[src/rtl/fetch_unit_if.sv]
// Fetch unit bus: instruction-memory handshake, redirect inputs and decode-side outputs.
// The master modport is the fetch unit side; the slave modport is the memory/control side.
interface fetch_unit_if;
    logic [31:0] fetch_unit_mem_addr_out;
    logic        fetch_unit_mem_req_out;
    logic [31:0] fetch_unit_mem_data_in;
    logic        fetch_unit_mem_ack_in;
    logic        fetch_unit_redirect_in;
    logic [1:0]  fetch_unit_pc_src_in;
    logic [31:0] fetch_unit_target_in;
    logic        fetch_unit_ready_in;
    logic [31:0] fetch_unit_ir_out;
    logic [31:0] fetch_unit_pc_out;
    logic        fetch_unit_valid_out;
    logic        fetch_unit_misaligned_out;

    modport master (
        output fetch_unit_mem_addr_out, fetch_unit_mem_req_out,
               fetch_unit_ir_out, fetch_unit_pc_out,
               fetch_unit_valid_out, fetch_unit_misaligned_out,
        input  fetch_unit_mem_data_in, fetch_unit_mem_ack_in,
               fetch_unit_redirect_in, fetch_unit_pc_src_in,
               fetch_unit_target_in, fetch_unit_ready_in
    );

    modport slave (
        input  fetch_unit_mem_addr_out, fetch_unit_mem_req_out,
               fetch_unit_ir_out, fetch_unit_pc_out,
               fetch_unit_valid_out, fetch_unit_misaligned_out,
        output fetch_unit_mem_data_in, fetch_unit_mem_ack_in,
               fetch_unit_redirect_in, fetch_unit_pc_src_in,
               fetch_unit_target_in, fetch_unit_ready_in
    );
endinterface

[src/rtl/fetch_unit.sv]
// Single-outstanding instruction fetch unit with redirect handling.
// Holds one fetched instruction for decode; in-flight words are drained, never re-addressed.
module fetch_unit #(
    parameter logic [31:0] RESET_VECTOR = 32'h0000_0000,
    parameter logic [31:0] TRAP_VECTOR  = 32'h0000_0100,
    parameter logic [31:0] NOP_INSN     = 32'h0000_0013
) (
    input  logic          fetch_unit_clock_in,
    input  logic          fetch_unit_reset_in,
    fetch_unit_if.master  bus
);

    typedef enum logic [1:0] {
        IDLE  = 2'd0,
        FETCH = 2'd1,
        HOLD  = 2'd2,
        DRAIN = 2'd3
    } state_t;

    state_t      state_q, state_d;
    logic [31:0] pc_q, pc_d;
    logic [31:0] addr_q, addr_d;
    logic        req_q, req_d;
    logic [31:0] ir_q, ir_d;
    logic [31:0] pc_out_q, pc_out_d;
    logic        valid_q, valid_d;
    logic        mis_q, mis_d;

    logic        take_redirect;
    logic [31:0] raw_target;
    logic        target_misaligned;
    logic [31:0] new_target;

    always_comb begin
        take_redirect = bus.fetch_unit_redirect_in && (bus.fetch_unit_pc_src_in != 2'b00);
        raw_target    = TRAP_VECTOR;
        case (bus.fetch_unit_pc_src_in)
            2'b01:   raw_target = bus.fetch_unit_target_in;
            2'b10:   raw_target = {bus.fetch_unit_target_in[31:1], 1'b0};
            default: raw_target = TRAP_VECTOR;
        endcase
        target_misaligned = (raw_target[1:0] != 2'b00);
        new_target        = target_misaligned ? TRAP_VECTOR : raw_target;
    end

    always_comb begin
        state_d  = state_q;
        pc_d     = pc_q;
        addr_d   = addr_q;
        req_d    = req_q;
        ir_d     = ir_q;
        pc_out_d = pc_out_q;
        valid_d  = valid_q;
        mis_d    = 1'b0;

        case (state_q)
            IDLE: begin
                addr_d  = pc_q;
                req_d   = 1'b1;
                state_d = FETCH;
            end
            FETCH: begin
                if (take_redirect) begin
                    pc_d  = new_target;
                    mis_d = target_misaligned;
                    // With ack the bus is free, so re-address now; otherwise the
                    // outstanding request must complete untouched in DRAIN.
                    if (bus.fetch_unit_mem_ack_in) begin
                        addr_d  = new_target;
                        req_d   = 1'b1;
                        state_d = FETCH;
                    end else begin
                        state_d = DRAIN;
                    end
                end else if (bus.fetch_unit_mem_ack_in) begin
                    ir_d     = bus.fetch_unit_mem_data_in;
                    pc_out_d = addr_q;
                    valid_d  = 1'b1;
                    pc_d     = pc_q + 32'd4;
                    req_d    = 1'b0;
                    state_d  = HOLD;
                end
            end
            HOLD: begin
                if (take_redirect) begin
                    valid_d = 1'b0;
                    ir_d    = NOP_INSN;
                    pc_d    = new_target;
                    addr_d  = new_target;
                    mis_d   = target_misaligned;
                    req_d   = 1'b1;
                    state_d = FETCH;
                end else if (bus.fetch_unit_ready_in) begin
                    valid_d = 1'b0;
                    ir_d    = NOP_INSN;
                    addr_d  = pc_q;
                    req_d   = 1'b1;
                    state_d = FETCH;
                end
            end
            DRAIN: begin
                if (take_redirect) begin
                    pc_d  = new_target;
                    mis_d = target_misaligned;
                end
                if (bus.fetch_unit_mem_ack_in) begin
                    addr_d  = take_redirect ? new_target : pc_q;
                    req_d   = 1'b1;
                    state_d = FETCH;
                end
            end
            default: state_d = IDLE;
        endcase
    end

    always_ff @(posedge fetch_unit_clock_in or posedge fetch_unit_reset_in) begin
        if (fetch_unit_reset_in) begin
            state_q  <= IDLE;
            pc_q     <= RESET_VECTOR;
            addr_q   <= RESET_VECTOR;
            req_q    <= 1'b0;
            ir_q     <= NOP_INSN;
            pc_out_q <= '0;
            valid_q  <= 1'b0;
            mis_q    <= 1'b0;
        end else begin
            state_q  <= state_d;
            pc_q     <= pc_d;
            addr_q   <= addr_d;
            req_q    <= req_d;
            ir_q     <= ir_d;
            pc_out_q <= pc_out_d;
            valid_q  <= valid_d;
            mis_q    <= mis_d;
        end
    end

    assign bus.fetch_unit_mem_addr_out   = addr_q;
    assign bus.fetch_unit_mem_req_out    = req_q;
    assign bus.fetch_unit_ir_out         = ir_q;
    assign bus.fetch_unit_pc_out         = pc_out_q;
    assign bus.fetch_unit_valid_out      = valid_q;
    assign bus.fetch_unit_misaligned_out = mis_q;

endmodule

[src/flat_wrapper.sv]
// flat-port wrapper written by rule: the top's interface ports become plain ports
module fetch_unit_flat 
#(
    parameter logic [31:0] RESET_VECTOR = 32'h0000_0000,
    parameter logic [31:0] TRAP_VECTOR  = 32'h0000_0100,
    parameter logic [31:0] NOP_INSN     = 32'h0000_0013
)
  (fetch_unit_clock_in, fetch_unit_reset_in, bus_fetch_unit_mem_addr_out, bus_fetch_unit_mem_req_out, bus_fetch_unit_ir_out, bus_fetch_unit_pc_out, bus_fetch_unit_valid_out, bus_fetch_unit_misaligned_out, bus_fetch_unit_mem_data_in, bus_fetch_unit_mem_ack_in, bus_fetch_unit_redirect_in, bus_fetch_unit_pc_src_in, bus_fetch_unit_target_in, bus_fetch_unit_ready_in);
  fetch_unit_if bus_i ();
  input  logic fetch_unit_clock_in;
  input  logic fetch_unit_reset_in;
  output wire logic [$bits(bus_i.fetch_unit_mem_addr_out)-1:0] bus_fetch_unit_mem_addr_out;
  output wire logic [$bits(bus_i.fetch_unit_mem_req_out)-1:0] bus_fetch_unit_mem_req_out;
  output wire logic [$bits(bus_i.fetch_unit_ir_out)-1:0] bus_fetch_unit_ir_out;
  output wire logic [$bits(bus_i.fetch_unit_pc_out)-1:0] bus_fetch_unit_pc_out;
  output wire logic [$bits(bus_i.fetch_unit_valid_out)-1:0] bus_fetch_unit_valid_out;
  output wire logic [$bits(bus_i.fetch_unit_misaligned_out)-1:0] bus_fetch_unit_misaligned_out;
  input wire logic [$bits(bus_i.fetch_unit_mem_data_in)-1:0] bus_fetch_unit_mem_data_in;
  input wire logic [$bits(bus_i.fetch_unit_mem_ack_in)-1:0] bus_fetch_unit_mem_ack_in;
  input wire logic [$bits(bus_i.fetch_unit_redirect_in)-1:0] bus_fetch_unit_redirect_in;
  input wire logic [$bits(bus_i.fetch_unit_pc_src_in)-1:0] bus_fetch_unit_pc_src_in;
  input wire logic [$bits(bus_i.fetch_unit_target_in)-1:0] bus_fetch_unit_target_in;
  input wire logic [$bits(bus_i.fetch_unit_ready_in)-1:0] bus_fetch_unit_ready_in;
  assign bus_fetch_unit_mem_addr_out = bus_i.fetch_unit_mem_addr_out;
  assign bus_fetch_unit_mem_req_out = bus_i.fetch_unit_mem_req_out;
  assign bus_fetch_unit_ir_out = bus_i.fetch_unit_ir_out;
  assign bus_fetch_unit_pc_out = bus_i.fetch_unit_pc_out;
  assign bus_fetch_unit_valid_out = bus_i.fetch_unit_valid_out;
  assign bus_fetch_unit_misaligned_out = bus_i.fetch_unit_misaligned_out;
  assign bus_i.fetch_unit_mem_data_in = bus_fetch_unit_mem_data_in;
  assign bus_i.fetch_unit_mem_ack_in = bus_fetch_unit_mem_ack_in;
  assign bus_i.fetch_unit_redirect_in = bus_fetch_unit_redirect_in;
  assign bus_i.fetch_unit_pc_src_in = bus_fetch_unit_pc_src_in;
  assign bus_i.fetch_unit_target_in = bus_fetch_unit_target_in;
  assign bus_i.fetch_unit_ready_in = bus_fetch_unit_ready_in;
  fetch_unit #(.RESET_VECTOR(RESET_VECTOR), .TRAP_VECTOR(TRAP_VECTOR), .NOP_INSN(NOP_INSN)) u_core (.fetch_unit_clock_in(fetch_unit_clock_in), .fetch_unit_reset_in(fetch_unit_reset_in), .bus(bus_i));
endmodule
[config.mk]
export PLATFORM = sky130hd
export DESIGN_NAME = fetch_unit_flat
export DESIGN_NICKNAME = d
export VERILOG_FILES = /design/src/rtl/fetch_unit_if.sv /design/src/rtl/fetch_unit.sv /design/src/flat_wrapper.sv
export SDC_FILE = /design/constraint.sdc
export NUM_CORES = 1
export LEC_CHECK = 0
export ABC_AREA = 1
export CORE_MARGIN = 10
export CORE_UTILIZATION = 40
export CTS_BUF_LIST = sky130_fd_sc_hd__clkbuf_8 sky130_fd_sc_hd__clkbuf_16
export DETAILED_ROUTE_END_ITERATION = 16
export GPL_TIMING_DRIVEN = 1
export HOLD_SLACK_MARGIN = 0.15
export PLACE_DENSITY = 0.67
export SLEW_MARGIN = 20
export SYNTH_ARGS = -nofsm -noshare
export SYNTH_HDL_FRONTEND = slang
export SYNTH_SLANG_ARGS = --single-unit
[constraint.sdc]
create_clock -name fetch_unit_clock_in -period 11.7 [get_ports fetch_unit_clock_in]
set_input_delay 1.755 -clock fetch_unit_clock_in [delete_from_list [all_inputs] [get_ports fetch_unit_clock_in]]
set_output_delay 1.755 -clock fetch_unit_clock_in [all_outputs]
set_load 0.005 [all_outputs]
Yosys cells after proc, flatten, opt, wreduce, memory -nomap -nowiden --
Cells that the tools add are included.
Cells by class: $add $sub $neg 1, equal/unequal tests 11, muxes and demuxes 37, bitwise operators 1, reduce and logical (&&, ||, !) cells 14
Operators by type and width (number):
- $mux W32 | 13
- $pmux W32 S2 | 3
- $pmux W32 S4 | 1
- $add A32 B3 Y32 const B | 1
- $mux W2 | 6
- $mux W1 | 11
- $pmux W2 S4 | 1
- $reduce_and A4 Y1 | 2
- $reduce_bool A2 Y1 | 4
- $eq A2 B2 Y1 const B | 3
- $ne A2 B2 Y1 const B | 3
- $ne A3 B2 Y1 const B | 2
- $reduce_and A3 Y1 | 2
- $eq A2 B1 Y1 const B | 2
- $pmux W1 S4 | 1
- $reduce_and A2 Y1 | 2
- $reduce_or A3 Y1 | 1
- $logic_not A2 Y1 | 1
- $ne A2 B1 Y1 const B | 1
- $pmux W1 S2 | 1
- $reduce_or A2 Y1 | 1
- $logic_and A1 B1 Y1 | 1
- $not A1 Y1 | 1
Word-level totals: register bits after elaboration 133

Depth between registers and ports, before layout --
Gate-level depths: netlist of the first run.
depth in word-level cells 7, gate-level depth with buffers 13, mapped depth without buffers 12

Worst setup path after synthesis of the first run --
OpenSTA, ideal clock, no wires.
kind input-to-reg, from in bus_fetch_unit_pc_src_in[0], to reg u_core.addr_q[15], in the netlist u_core.bus.fetch_unit_mem_addr_out[15], library setup time 78 ps, arrival 2961 ps, data required time 11622 ps, path slack 8661 ps, stages 10, path through inv_1 > ha_1 > o21ai_1 > nor2_1 > buf_2 > buf_2 > nand3_1 > nand3_1 > nor2_1 > a21oi_1
Between the ends: word-level cells in the longest chain between the ends 7, elaborated cells on any way between the ends 16
RTL lines:
- start: declaration | line flat_wrapper.sv:21 | input wire logic [$bits(bus_i.fetch_unit_pc_src_in)-1:0] bus_fetch_unit_pc_src_in;
- $eq A2 B2 Y1 / $eq A2 B1 Y1 (equally long branches) | line fetch_unit.sv:37 | case (bus.fetch_unit_pc_src_in)
- $pmux W32 S2 | line fetch_unit.sv:37
- $reduce_bool A2 Y1 | line fetch_unit.sv:42 | target_misaligned = (raw_target[1:0] != 2'b00);
- $mux W32 | line fetch_unit.sv:43 | new_target = target_misaligned ? TRAP_VECTOR : raw_target;
- $mux W32, on equally long branches
- $mux W32, on equally long branches | line fetch_unit.sv:106, fetch_unit.sv:63
- $pmux W32 S4 | line fetch_unit.sv:56 | case (state_q)
- end signal: assignment | line fetch_unit.sv:129 | addr_q <= addr_d;
- end: declaration | line fetch_unit.sv:22 | logic [31:0] addr_q, addr_d;
Several ways; a longest one is shown, not always the timed one. The select of a mux whose other input is x is not followed. A chain may end at the register's enable or synchronous reset.

Worst setup path after layout of the first run --
from in bus_fetch_unit_pc_src_in[0], to reg u_core.ir_q[0], in the netlist u_core.bus.fetch_unit_ir_out[0]
Between the ends: word-level cells in the longest chain between the ends 4, elaborated cells on any way between the ends 7
RTL lines:
- $reduce_bool A2 Y1 (*) | line fetch_unit.sv:35 | take_redirect = bus.fetch_unit_redirect_in && (bus.fetch_unit_pc_src_in != 2'b00);
- $logic_and A1 B1 Y1 (*) | line fetch_unit.sv:35
- $ne A3 B2 Y1 (no line) (tied with other cells)
- $reduce_and A4 Y1 (no line) / $pmux W32 S2 (equally long branches)
- end signal: assignment | line fetch_unit.sv:131 | ir_q <= ir_d;
- end: declaration | line fetch_unit.sv:24 | logic [31:0] ir_q, ir_d;
Every way passes the cells marked *; elsewhere a longest branch is shown, timed or not.

==> results of run 1 <==
## through the flow
step / instance area, sq um / total power [mW] / setup slack, ns / std cells
after floorplan: 7120 / 1.37 / 6.40 / 966
after global placement: 8940 / 1.90 / 6.27 / 1316
after detailed placement: 8940 / 1.92 / 6.20 / 1316
after CTS: 9510 / 2.44 / 6.66 / 1348
after global routing: 9510 / 2.61 / 6.33 / 1348
final: 9510 / 2.43 / 6.64 / 1348
## layout make-up
type | instances | area (sq um)
Fill cell | 1663 | 7850
Sequential cell | 133 | 3330
Multi-Input combinational cell | 703 | 3270
Timing Repair Buffer | 178 | 1760
Clock buffer | 19 | 453
Inverter | 77 | 294
Tap cell | 225 | 282
Clock inverter | 13 | 119
## flip-flops by register name, indices dropped and copies added, names as in the netlist
name                                  cells
u_core.bus.fetch_unit_valid_out           1
u_core.pc_q                              32
u_core.bus.fetch_unit_mem_req_out         1
u_core.bus.fetch_unit_pc_out             32
u_core.bus.fetch_unit_misaligned_out      1
u_core.bus.fetch_unit_ir_out             32
u_core.state_q                            2
u_core.bus.fetch_unit_mem_addr_out       32
## worst min-delay path, cell delays in order (launching register included)
cell and delay, ns:
dfrtp_1 0.34, nand2_1 0.05, nand2_1 0.05
## power breakdown
| group | total (mW) | internal [mW] | switching [mW] |
|---|---|---|---|
| registers | 0.850 | 0.666 | 0.183 |
| clock network | 0.518 | 0.320 | 0.198 |
| logic | 1.06 | 0.499 | 0.561 |
| total | 2.43 | 1.49 | 0.943 |
## worst max path at each step
stage,cells past startpoint,from,to,slack (ns)
6_report,14,bus_fetch_unit_pc_src_in[0],u_core.bus.fetch_unit_ir_out[0],6.64
5_1_grt,14,bus_fetch_unit_pc_src_in[0],u_core.bus.fetch_unit_ir_out[0],6.33
4_1_cts,14,bus_fetch_unit_pc_src_in[0],u_core.bus.fetch_unit_ir_out[0],6.66
3_3_place_gp,14,bus_fetch_unit_pc_src_in[0],u_core.bus.fetch_unit_ir_out[0],6.27
2_1_floorplan,1,fetch_unit_reset_in,u_core.bus.fetch_unit_ir_out[10],6.40
3_5_place_dp,14,bus_fetch_unit_pc_src_in[0],u_core.bus.fetch_unit_ir_out[0],6.20
## layout by cell type, fill, tap and decap left out, drive strengths merged
cell type,instances
o21bai,3
ha,4
o21ai,62
clkinvlp,2
a31oi,6
buf,9
a21oi,74
dfrtp,130
clkinv,5
o22a,3
nor3,4
clkbuf,19
and2,2
nand4,2
a22o,29
nand2,240
nor2,150
nand3,113
inv,81
nand3b,1
o211ai,2
clkdlybuf4s50,169
dfstp,3
a22oi,8
bufinv,2
## per-layer routing
metal | global-route usage, % | share of wire [%] | up-vias | routed length (um)
li1 | - | - | 3461 | -
met1 | 27.4 | 46 | 3380 | 10800
met2 | 30.8 | 46 | 273 | 11000
met3 | 4.29 | 6.6 | 23 | 1560
met4 | 5.62 | 1.5 | 0 | 347
met5 | 0 | 0 | - | 0
## cell families (layout without fill, tap and decap cells)
logic type                 after synthesis  after routing  share of synthesized area [%]
AOI/OAI and AO/OA                      187            187                           15.4
adders and majority gates                4              4                          0.703
buffers and inverters                  130            287                           7.47
DFF                                    133            133                           46.8
and+or+nand+nor                        512            512                           29.7
==> impl_metrics.yaml, run 1 <==
run_status:
  status: "completed"
final_layout:
  syn_to_final_growth_pct: 33.5
  postLayoutCoreUtil_pct: 54.8
  fin_nets: 1185
  num_antenna_cells: 0
  layout-drive-gt1-share_pct: 4.63
synth:
  synth-seq-cells: 133
  ys.flop_type: "dfrtp_1"
  synth_top_area_share_pct: 45.7
  yosys_warnings: 0
  synth_area_per_cell_sq_um: 7.37
  synthTopCellsByCount: "238 x nand2_1, 146 x nor2_1, 130 x dfrtp_1"
  netlist_top_cells_area: "dfrtp_1 46%, nand2_1 13%, nand3_1 7.9%, nor2_1 7.7%, a21oi_1 5.2%"
  syn_nets: 1041
  ys_seq_area_share_pct: 46.8
  ys_types: 29
  synth_most_common_cell: "nand2_1"
  synth_top_area_cell: "dfrtp_1"
  async_reset_ff_share_pct: 100
  netlist_instances: 966
  synth_edf_count: 0
  syn-cell-area_sq_um: 7120
detailed_routing:
  drt_iter0_drc: 599
  final_antenna_net_count: 0
  wl_per_cell_um: 17.6
  drc_errors: 0
  vias: 7137
  drtPass1Iterations: 5
  viasPerCell: 5.29
  routed_wl_um: 23700
pwr:
  p_per_area_nw_per_um2: 255
  p_leak_nw: 4.31
  peakVddDrop_mv: 0.119
run:
  drv_cap: 0
clock_tree:
  clockBufferDepth: 2
  clkTransAtPathRegs_ns: 0.06
  ctsHoldBuffers: 0
  numClockSinks: 133
  clk-insertion-delay-late_ns: 0.42
  numCtsBuffers: 17
  cts-root-buf: "clkbuf_16"
  h-tree-depth: 4
  cts_tree: "done"
  cts_setup_buffers: 0
  cts-resized-gates: 0
min_path:
  whs_path_depth: 2
  holdCritStartpoint: "u_core.bus.fetch_unit_pc_out[30]"
  holdPathEnd: "u_core.bus.fetch_unit_pc_out[30]"
  hold_path.class: "flip-flop to flip-flop"
timing:
  setup_violations: 0
  fin_setup_tns_ns: 0
  rsz0062_at_grt: "no"
  clock_skew_ns: 0.00508
  fmax_mhz: 198
  slew_viol_final: 0
  finalCritPeriodShare_pct: 43.2
  slew_headroom_pct: 29.3
  final-hold-violation-count: 0
  fin_crit_ns: 5.06
  tightest_slew_ns: 1.06
  hold_slack_ns: 0.471
worst_setup_path:
  cpLargestDelayFamily: "buffers and inverters"
  arrival_ns: 5.40
  rr_worst_depth: 8
  crit_chain: "clkdlybuf4s50_1 > inv_1 > ha_1 > inv_1 > nand2_1 > buf_4 > nand2_2 > nor2_2 > buf_4 > inv_2 > nand2_1 > nand2_1 > inv_1 > o22a_1"
  end_kind: "flip-flop"
  critPathMaxStageDelay_ns: 0.81
  r2r-start: "u_core.state_q[1]"
  worstPathMaxFanout: 62
  criticalPathCategory: "input pin to flip-flop"
  rrSetupSlack_ns: 7.54
  rr_endpoint: "u_core.bus.fetch_unit_ir_out[10]"
  cp_num_buf_inv: 7
  cp_data_required_time_ns: 12.05
  start_kind: "input pin"
  slowest_stage: "nand2_1"
grt:
  first_global_vias: 6693
  grt_pass1_wl_um: 38200
  grtUsageTotal_pct: 19.9
  overflow: 0
  grt_max_degree: 78
  antenna_found_initial: 0
floorplanning:
  die_h_um: 153
  start_util_pct: 41.0
  rows: 48
  boundaryPins: 170
  die_area_sq_um: 23500
  die_w_um: 153
  core_sq_um: 17400
placed_design:
  place.port_buffers: 169
  dp_hpwl_um: 16800
  gp_congestion: 0.887
Note: power is estimated with default switching activity, not from simulation.
==> run 2, diff against run 1 <==
Clock period 11.7 ns to 4.8 ns, I/O delays scaled along.
==> impl_metrics.yaml, run 2 (synthesis gave the netlist of run 1 again) <==
run_status:
  status: "completed"
floorplanning:
  rows: 48
  die_w_um: 153
  core_sq_um: 17400
  start_util_pct: 41.0
  die_h_um: 153
  boundaryPins: 170
  die_area_sq_um: 23500
worst_setup_path:
  arrival_ns: 3.34
  slowest_stage: "clkdlybuf4s50_1"
  cp_data_required_time_ns: 5.10
  cp.depth: 13
  start_kind: "input pin"
  crit_path_frequent_cell: "nand2_1"
  cpLargestDelayFamily: "buffers and inverters"
  critPathMaxStageDelay_ns: 0.48
  cp_num_buf_inv: 5
  rr_worst_depth: 9
  criticalPathCategory: "input pin to flip-flop"
  worstPathMaxFanout: 27
  crit_chain: "clkdlybuf4s50_1 > inv_1 > ha_1 > inv_1 > nand2_1 > buf_4 > nand2_1 > nand2_1 > nor2_2 > buf_4 > nand3_1 > nor2_1 > a21oi_1"
  end_kind: "flip-flop"
grt:
  met2_usage_pct: 30.2
  first_global_vias: 6721
  grt_pass1_wl_um: 38800
  top_usage_layer: "met2"
  grt_max_degree: 71
  antenna_found_initial: 0
  grtUsageMet1_pct: 28.2
  overflow: 0
  use_met3_pct: 5.05
  grtUsageTotal_pct: 20.2
min_path:
  hold_path.class: "flip-flop to flip-flop"
  whs_path_depth: 2
detailed_routing:
  drtPass1Iterations: 5
  drc_errors: 0
  wl_per_cell_um: 18.0
  viasPerCell: 5.29
  vias: 7160
  drt_iter0_drc: 744
  final_antenna_net_count: 0
  routed_wl_um: 24400
timing:
  rsz0062_at_grt: "no"
  fin_crit_ns: 3.05
  setup_violations: 0
  slew_headroom_pct: 37.4
  final-hold-violation-count: 0
  fin_setup_tns_ns: 0
  hold_slack_ns: 0.472
  finalCritPeriodShare_pct: 63.5
  slew_viol_final: 0
  clock_skew_ns: 0.00568
  fmax_mhz: 328
  fin_ws_ns: 1.75
  tightest_slew_ns: 0.936
pwr:
  seqPwrFrac_pct: 33.5
  power_frac_clock_pct: 23.1
  p_switching_mw: 2.33
  peakVddDrop_mv: 0.322
  power_mw: 6.08
  p_sw_share_pct: 38.4
  p_per_area_nw_per_um2: 631
  p_int_mw: 3.75
  p_leak_nw: 4.35
  combPwrFrac_pct: 43.5
clock_tree:
  clk-insertion-delay-late_ns: 0.42
  numClockSinks: 133
  numCtsBuffers: 17
  clockBufferDepth: 2
  cts-resized-gates: 0
  cts-root-buf: "clkbuf_16"
  h-tree-depth: 4
  ctsHoldBuffers: 0
  cts_setup_buffers: 0
  clkTransAtPathRegs_ns: 0.06
  cts_tree: "done"
final_layout:
  layout-drive-gt1-share_pct: 5.40
  n_fill_cell: 1650
  syn_to_final_growth_pct: 35.2
  final_cell_count_no_fill: 1354
  stdcell_area_sq_um: 9630
  num_antenna_cells: 0
  final_common_cell: "nand2_1"
  postLayoutCoreUtil_pct: 55.5
  multi_input_area_sq_um: 3270
  final_cell_mix: "237 x nand2_1, 169 x clkdlybuf4s50_1, 144 x nor2_1"
  regArea_sq_um: 3330
  fin_nets: 1191
placed_design:
  dp_cells: 1322
  place.port_buffers: 169
  gp_congestion: 0.888
  dp_hpwl_um: 17400
  place_area_sq_um: 8990
  dp_slack_ns: 1.26
run:
  drv_cap: 0
-- run 2: cell count changes in the layout (fill, tap and decap cells not counted), sizes merged --
cell	delta
bufinv	+2
inv	-2
clkinvlp	+1
buf	+6
clkinv	-1
-- run 2: layer usage --
metal	vias up	routed length, um
met1	3362	11200
li1	3463	-
met4	0	346
met2	312	10900
met3	23	1950
met5	-	0
-- run 2: power groups by stage --
| stage | Clock (mW) | Combinational [mW] | Sequential [mW] |
|---|---|---|---|
| after floorplan | 0 | 1.37 | 1.98 |
| after global placement | 0 | 2.59 | 2.04 |
| after detailed placement | 0 | 2.64 | 2.05 |
| after CTS | 1.42 | 2.66 | 2.03 |
| after global routing | 1.48 | 2.92 | 2.10 |
| final | 1.40 | 2.64 | 2.03 |
-- run 2: path summary, 6_finish.rpt --
check	slack, ns	start	to
hold reg to reg	0.47	u_core.bus.fetch_unit_pc_out[12]	u_core.bus.fetch_unit_pc_out[12]
min in group asynchronous	0.79	fetch_unit_reset_in	u_core.bus.fetch_unit_ir_out[17]
max in group asynchronous	3.12	fetch_unit_reset_in	u_core.bus.fetch_unit_mem_addr_out[9]
setup / recovery	1.75	bus_fetch_unit_pc_src_in[0]	u_core.bus.fetch_unit_mem_addr_out[22]
setup reg to reg	1.81	u_core.state_q[0]	u_core.pc_q[5]
hold / removal	0.47	u_core.bus.fetch_unit_pc_out[12]	u_core.bus.fetch_unit_pc_out[12]
-- run 2: worst min-delay path: stages (launching register included) --
cell	delay, ns
dfrtp_1	0.34
nand2_1	0.06
nand2_1	0.05
-- run 2: layout make-up --
type / instances / share of cell area (%)
clock inverters: 13 / 1.88
repair buffers: 184 / 18.9
multi-input cells: 703 / 34.0
inverters: 77 / 3.05
well taps: 225 / 2.92
clock buffers: 19 / 4.70
flip-flops and latches: 133 / 34.6
